--- config.mk ---
export PLATFORM = sky130hd
export DESIGN_NAME = wb_busdecode
export DESIGN_NICKNAME = d
export VERILOG_FILES = /design/src/rtl/wb_busdecode_pkg.sv /design/src/rtl/wb_timeout_counter.sv /design/src/rtl/wb_busdecode.sv
export SDC_FILE = /design/constraint.sdc
export NUM_CORES = 1
export LEC_CHECK = 0
export ABC_AREA = 1
export ABC_CLOCK_PERIOD_IN_PS = 5500
export BUFFER_PORTS_ARGS = -buffer_cell sky130_fd_sc_hd__buf_4
export CAP_MARGIN = 10
export CORE_MARGIN = 8
export CORE_UTILIZATION = 34
export CTS_CLUSTER_SIZE = 8
export DETAILED_ROUTE_END_ITERATION = 16
export PLACE_DENSITY = 0.62
export SYNTH_ARGS = -nofsm -noshare
export SYNTH_HDL_FRONTEND = slang
export SYNTH_SLANG_ARGS = --single-unit
--- constraint.sdc ---
create_clock -name i_clk -period 5.5 [get_ports i_clk]
set_clock_uncertainty 0.05 [all_clocks]
set_input_delay 1.1 -clock i_clk [delete_from_list [all_inputs] [get_ports i_clk]]
set_output_delay 1.1 -clock i_clk [all_outputs]
set_load 0.01 [all_outputs]
--- src/rtl/wb_busdecode_pkg.sv ---
// Shared types and default address map for the Wishbone bus decoder.
// Default map: slave0 @0x0000000, slave1 @0x0400000, slave2 @0x0800000, slave3 @0x3C00000.
package wb_busdecode_pkg;

  typedef enum logic [1:0] {
    IDLE   = 2'd0,
    ACTIVE = 2'd1,
    ERROR  = 2'd2
  } state_e;

  localparam int WB_NS = 4;
  localparam int WB_AW = 30;

  localparam logic [WB_NS*WB_AW-1:0] DEF_SLAVE_BASE =
    {30'h3C00000, 30'h0800000, 30'h0400000, 30'h0000000};
  localparam logic [WB_NS*WB_AW-1:0] DEF_SLAVE_MASK = {WB_NS{30'h3C00000}};

  localparam int DEF_TIMEOUT = 1023;

  // Width of a counter able to hold values 0..max_val.
  function automatic int cnt_width(input int max_val);
    return (max_val > 1) ? $clog2(max_val + 1) : 1;
  endfunction

endpackage

--- src/rtl/wb_timeout_counter.sv ---
// Counts cycles spent waiting on a slave; o_expired flags the last allowed cycle.
module wb_timeout_counter
  import wb_busdecode_pkg::*;
#(
  parameter int TIMEOUT = DEF_TIMEOUT
) (
  input  logic i_clk,
  input  logic r_reset,
  input  logic i_clear,
  input  logic i_enable,
  output logic o_expired
);

  localparam int CW = cnt_width(TIMEOUT);

  logic [CW-1:0] cnt_q;
  logic [CW-1:0] cnt_d;
  logic          at_limit;

  // The cycle that would bring the count to TIMEOUT is the expiring one.
  assign at_limit  = (cnt_q == CW'(TIMEOUT - 1));
  assign o_expired = i_enable && at_limit;

  always_comb begin
    cnt_d = cnt_q;
    if (i_clear) begin
      cnt_d = '0;
    end else if (i_enable && !at_limit) begin
      cnt_d = cnt_q + CW'(1);
    end
  end

  always_ff @(posedge i_clk) begin
    if (r_reset) begin
      cnt_q <= '0;
    end else begin
      cnt_q <= cnt_d;
    end
  end

endmodule

--- src/rtl/wb_busdecode.sv ---
// Single-master Wishbone address decoder: routes one outstanding transaction to the
// lowest-index matching slave, reporting unmapped addresses, slave errors and timeouts.
module wb_busdecode
  import wb_busdecode_pkg::*;
#(
  parameter int                 NS         = WB_NS,
  parameter int                 AW         = WB_AW,
  parameter int                 DW         = 32,
  parameter logic [NS*AW-1:0]   SLAVE_BASE = DEF_SLAVE_BASE,
  parameter logic [NS*AW-1:0]   SLAVE_MASK = DEF_SLAVE_MASK,
  parameter int                 TIMEOUT    = DEF_TIMEOUT
) (
  input  logic               i_clk,
  input  logic               r_reset,
  input  logic               i_wb_cyc,
  input  logic               i_wb_stb,
  input  logic               i_wb_we,
  input  logic [AW-1:0]      i_wb_addr,
  input  logic [DW-1:0]      i_wb_data,
  input  logic [DW/8-1:0]    i_wb_sel,
  output logic               o_wb_stall,
  output logic               o_wb_ack,
  output logic               o_wb_err,
  output logic [DW-1:0]      o_wb_data,
  output logic [NS-1:0]      o_s_cyc,
  output logic [NS-1:0]      o_s_stb,
  output logic               o_s_we,
  output logic [AW-1:0]      o_s_addr,
  output logic [DW-1:0]      o_s_data,
  output logic [DW/8-1:0]    o_s_sel,
  input  logic [NS-1:0]      i_s_stall,
  input  logic [NS-1:0]      i_s_ack,
  input  logic [NS-1:0]      i_s_err,
  input  logic [NS*DW-1:0]   i_s_data,
  output logic [AW-1:0]      o_err_addr,
  output logic               o_timeout
);

  localparam int IW = (NS > 1) ? $clog2(NS) : 1;

  state_e            state_q, state_d;
  logic [NS-1:0]     cyc_q, cyc_d;
  logic [NS-1:0]     stb_q, stb_d;
  logic [IW-1:0]     idx_q, idx_d;
  logic              ack_q, ack_d;
  logic              err_q, err_d;
  logic              tmo_q, tmo_d;
  logic [AW-1:0]     err_addr_q, err_addr_d;

  logic              s_we_q, s_we_d;
  logic [AW-1:0]     s_addr_q, s_addr_d;
  logic [DW-1:0]     s_data_q, s_data_d;
  logic [DW/8-1:0]   s_sel_q, s_sel_d;
  logic [DW-1:0]     wb_data_q, wb_data_d;

  logic              dec_hit;
  logic [IW-1:0]     dec_idx;
  logic [NS-1:0]     dec_oh;
  logic              tmo_expired;
  logic              in_active;

  assign in_active = (state_q == ACTIVE);

  wb_timeout_counter #(
    .TIMEOUT (TIMEOUT)
  ) u_timeout (
    .i_clk     (i_clk),
    .r_reset   (r_reset),
    .i_clear   (!in_active),
    .i_enable  (in_active),
    .o_expired (tmo_expired)
  );

  // Scan from the top so the lowest matching index is the one left standing.
  always_comb begin
    dec_hit = 1'b0;
    dec_idx = '0;
    dec_oh  = '0;
    for (int k = NS - 1; k >= 0; k--) begin
      if ((i_wb_addr & SLAVE_MASK[k*AW +: AW]) == SLAVE_BASE[k*AW +: AW]) begin
        dec_hit = 1'b1;
        dec_idx = IW'(k);
      end
    end
    dec_oh[dec_idx] = dec_hit;
  end

  always_comb begin
    state_d    = state_q;
    cyc_d      = cyc_q;
    stb_d      = stb_q;
    idx_d      = idx_q;
    ack_d      = 1'b0;
    err_d      = 1'b0;
    tmo_d      = 1'b0;
    err_addr_d = err_addr_q;
    s_we_d     = s_we_q;
    s_addr_d   = s_addr_q;
    s_data_d   = s_data_q;
    s_sel_d    = s_sel_q;
    wb_data_d  = wb_data_q;

    case (state_q)
      IDLE: begin
        if (i_wb_cyc && i_wb_stb) begin
          s_we_d   = i_wb_we;
          s_addr_d = i_wb_addr;
          s_data_d = i_wb_data;
          s_sel_d  = i_wb_sel;
          if (dec_hit) begin
            state_d = ACTIVE;
            idx_d   = dec_idx;
            cyc_d   = dec_oh;
            stb_d   = dec_oh;
          end else begin
            state_d    = ERROR;
            err_d      = 1'b1;
            err_addr_d = i_wb_addr;
          end
        end
      end

      // Abort beats error beats ack beats timeout.
      ACTIVE: begin
        if (!i_wb_cyc) begin
          state_d = IDLE;
          cyc_d   = '0;
          stb_d   = '0;
        end else if (i_s_err[idx_q]) begin
          state_d    = IDLE;
          cyc_d      = '0;
          stb_d      = '0;
          err_d      = 1'b1;
          err_addr_d = s_addr_q;
        end else if (i_s_ack[idx_q]) begin
          state_d   = IDLE;
          cyc_d     = '0;
          stb_d     = '0;
          ack_d     = 1'b1;
          wb_data_d = i_s_data[idx_q*DW +: DW];
        end else if (tmo_expired) begin
          state_d    = IDLE;
          cyc_d      = '0;
          stb_d      = '0;
          err_d      = 1'b1;
          tmo_d      = 1'b1;
          err_addr_d = s_addr_q;
        end else if (!i_s_stall[idx_q]) begin
          stb_d = '0;
        end
      end

      ERROR: begin
        state_d = IDLE;
      end

      default: begin
        state_d = IDLE;
        cyc_d   = '0;
        stb_d   = '0;
      end
    endcase
  end

  always_ff @(posedge i_clk) begin
    if (r_reset) begin
      state_q    <= IDLE;
      cyc_q      <= '0;
      stb_q      <= '0;
      idx_q      <= '0;
      ack_q      <= 1'b0;
      err_q      <= 1'b0;
      tmo_q      <= 1'b0;
      err_addr_q <= '0;
    end else begin
      state_q    <= state_d;
      cyc_q      <= cyc_d;
      stb_q      <= stb_d;
      idx_q      <= idx_d;
      ack_q      <= ack_d;
      err_q      <= err_d;
      tmo_q      <= tmo_d;
      err_addr_q <= err_addr_d;
    end
  end

  // Payload registers carry no reset; they are only meaningful alongside cyc/ack.
  always_ff @(posedge i_clk) begin
    s_we_q    <= s_we_d;
    s_addr_q  <= s_addr_d;
    s_data_q  <= s_data_d;
    s_sel_q   <= s_sel_d;
    wb_data_q <= wb_data_d;
  end

  assign o_wb_stall = (state_q != IDLE);
  assign o_wb_ack   = ack_q;
  assign o_wb_err   = err_q;
  assign o_wb_data  = wb_data_q;
  assign o_s_cyc    = cyc_q;
  assign o_s_stb    = stb_q;
  assign o_s_we     = s_we_q;
  assign o_s_addr   = s_addr_q;
  assign o_s_data   = s_data_q;
  assign o_s_sel    = s_sel_q;
  assign o_err_addr = err_addr_q;
  assign o_timeout  = tmo_q;

endmodule

==> impl_metrics.toml <==
[detailed_routing]
drcViolationCount = 0
drtPass1Iterations = 6
drtIter0Drc = 355
via_per_inst = 4.67
vias = 6486
drt-wirelength-per-cell_um = 17.3
drt-total-wl_mm = 24.0
ant_nets = 0

[grt]
antenna_found_initial = 0
grt_pass1_vias = 6151
overflow = 0
grt_usage = 0.182
grt_pass1_wl_mm = 34.7
grt_max_degree = 72

[final_layout]
n_antenna_cell = 0
drive_gt1_frac = 0.365
areaGrowthSynthToFinish_pct = 49.5
multiInputGateArea_um2 = 2400
nFillCells = 1911
fin_nets = 1320
seqCellArea_um2 = 4080

[critical_path]
critPathTopFamily = "simple AND/OR/NAND/NOR gates"
cp_slowest_cell = "nor2_4"
cpMostUsedCell = "nor2_1"
cp_num_buf_inv = 2
cpPeakStageDelay_ns = 0.63
crit_chain = "inv_1 -> nor2_4 -> inv_2 -> nor2_1 -> nand2_4 -> a21oi_1 -> nor2_1"
end_kind = "register"
path_class = "reg2reg"
cp.required_ns = 5.76
crit_start = "state_q[0]"
arrival_ns = 3.02
startpoint_type = "register"
rr_startpoint = "state_q[0]"
path_max_fanout = 61

[cts]
clk_pin_slew_ns = 0.06
cts_resized = 0
cts_setup_buffers = 0
clock-sinks = 154
cts_tree = "built"
numCtsBuffers = 17
cts_hold_buffers = 0
worstSkewPairLatency_ns = 0.41
ctsRootBufferMaster = "clkbuf_16"
clockBufferDepth = 2
cts.htree.levels = 4

[power]
power_density_nw_per_um2 = 280
peakVddDrop_mv = 0.205
finalPower_mw = 2.89
p_leak_nw = 4.70

[placed_design]
dp_slack_ns = 2.66
portBuffers = 351
hpwlAfterDp_mm = 17.9
gp_congestion = 0.802

[floorplanning]
start_util = 0.343
core.rowCount = 52
fp.dieH_um = 158
dieArea_um2 = 25100
io_pins = 352
die_w_um = 158
core-area_um2 = 20100

[sta]
min_period_ns = 2.76
rsz0062_at_grt = "false"
finalHoldViolations = 0
tns_ns = 0
slew-limit-headroom = 0.384
slew_violations = 0
worst_slack_ns = 2.74
finalSetupViolCount = 0
worst_slew_pin_slew_ns = 0.924
post-route-period-util = 0.502
max_freq_mhz = 363

[synthesis]
yosysTopAreaCell = "edfxtp_1"
synth-xor-area-share = 0.00381
synth.most_common_cell = "nand2_1"
syn_nets = 988
synth_top_area_share = 0.431
synthesis.instances = 775
yosys_warnings = 0
synthDistinctLibCells = 34
synthesis.area_um2 = 6900
yosys.area_share.simple = 0.223
ys_seq_area_frac = 0.591
synth_common_cells = "171 x nand2_1, 123 x nor2_1, 99 x edfxtp_1, 71 x o21ai_0, 55 x dfxtp_1"
ys.flop_type = "edfxtp_1"
synth_mux_area_frac = 0
synth-edff-count = 99
async_reset_ff_frac = 0
synth_adder_area_share = 0.00363
synth_compound_area_frac = 0.116
synth_top_family_by_area = "simple AND/OR/NAND/NOR gates"
ys_seq_elements = 154
synth_area_leaders = "edfxtp_1 43%, dfxtp_1 16%, nand2_1 9.3%, nor2_1 6.7%, o21ai_0 5.2%"
synth.avg_cell_area_um2 = 8.90

[min_path]
hp-class = "reg2reg"
hold_start = "o_s_cyc[3]"

[flow_run]
max_cap_viol_count = 0

[outcome]
outcome = "completed"
[worst register-to-register path, cell delays in order (launching register included)]
cell	delay (ns)
dfxtp_1	0.32
inv_1	0.09
nor2_4	0.63
inv_2	0.47
nor2_1	0.35
nand2_4	0.37
a21oi_1	0.31
nor2_1	0.06
[cell type report]
cell class              instances  share of cell area
flip-flops and latches        154               0.395
repair buffers                357               0.260
multi-input cells             522               0.232
clock buffers                  21              0.0468
well taps                     270              0.0328
inverters                      55              0.0203
clock inverters                11              0.0130
[registers in the layout, indices dropped and copies added, names as in the netlist]
| signal | count |
|---|---|
| idx_q | 2 |
| o_s_data | 32 |
| o_wb_err | 1 |
| o_wb_ack | 1 |
| o_timeout | 1 |
| o_s_stb | 4 |
| o_s_sel | 4 |
| o_wb_data | 32 |
| o_s_addr | 30 |
| o_s_we | 1 |
| u_timeout.cnt_q | 10 |
| o_err_addr | 30 |
| o_s_cyc | 4 |
| state_q | 2 |
[where the power goes]
part / switching (mW) / internal [mW] / total, mW / leakage, nW
registers: 0.0196 / 1.28 / 1.30 / 1.36
logic: 0.179 / 0.196 / 0.375 / 3.04
clock network: 0.483 / 0.729 / 1.21 / 0.298
total: 0.682 / 2.21 / 2.89 / 4.70
[cell usage in the layout (no fill, tap or decap), types with 3 or more instances in the layout]
cell type  instances
a21oi_1           46
buf_4            357
clkbuf_16         19
clkinv_4           5
dfxtp_1           54
edfxtp_1          99
inv_1             50
inv_2              4
nand2_1          171
nand2_2            6
nand3_1           44
nand3b_1           4
nor2_1           123
nor2_4             3
nor3_1             4
o21ai_0           71
o22ai_1           32
[final timing paths]
path | end | slack (ns) | cells after the start
max | o_err_addr[26] | 2.74 | 7
min | o_s_cyc[3] | 0.43 | 2
max reg2reg | o_err_addr[26] | 2.74 | 7
min reg2reg | o_s_cyc[3] | 0.43 | 2
[layer usage]
metal  part of all wire  vias up  GRT usage  routed length [um]
met3              0.070       28     0.0548                1690
met5                  0        -          0                   0
li1                   -     3264          -                   -
met1               0.39     2986      0.205                9350
met4              0.023        0     0.0647                 563
met2               0.52      208      0.319               12400
[through the flow]
stage	cell area [um2]	utilization	hold WS [ns]	cells
2_1_floorplan	6900	-	0.415	775
3_3_place_gp	9700	0.482	0.419	1358
3_5_place_dp	9700	0.482	0.421	1358
4_1_cts	10300	0.513	0.437	1390
5_1_grt	10300	0.513	0.459	1390
6_report	10300	0.513	0.432	1390
[cells by family after synthesis]
| family | Yosys count |
|---|---|
| simple gates | 366 |
| flops | 154 |
| compound gates | 151 |
| buf+inv | 99 |
| xor+xnor | 3 |
| fa+ha+maj | 2 |
Power figures use the tool's default switching activity.
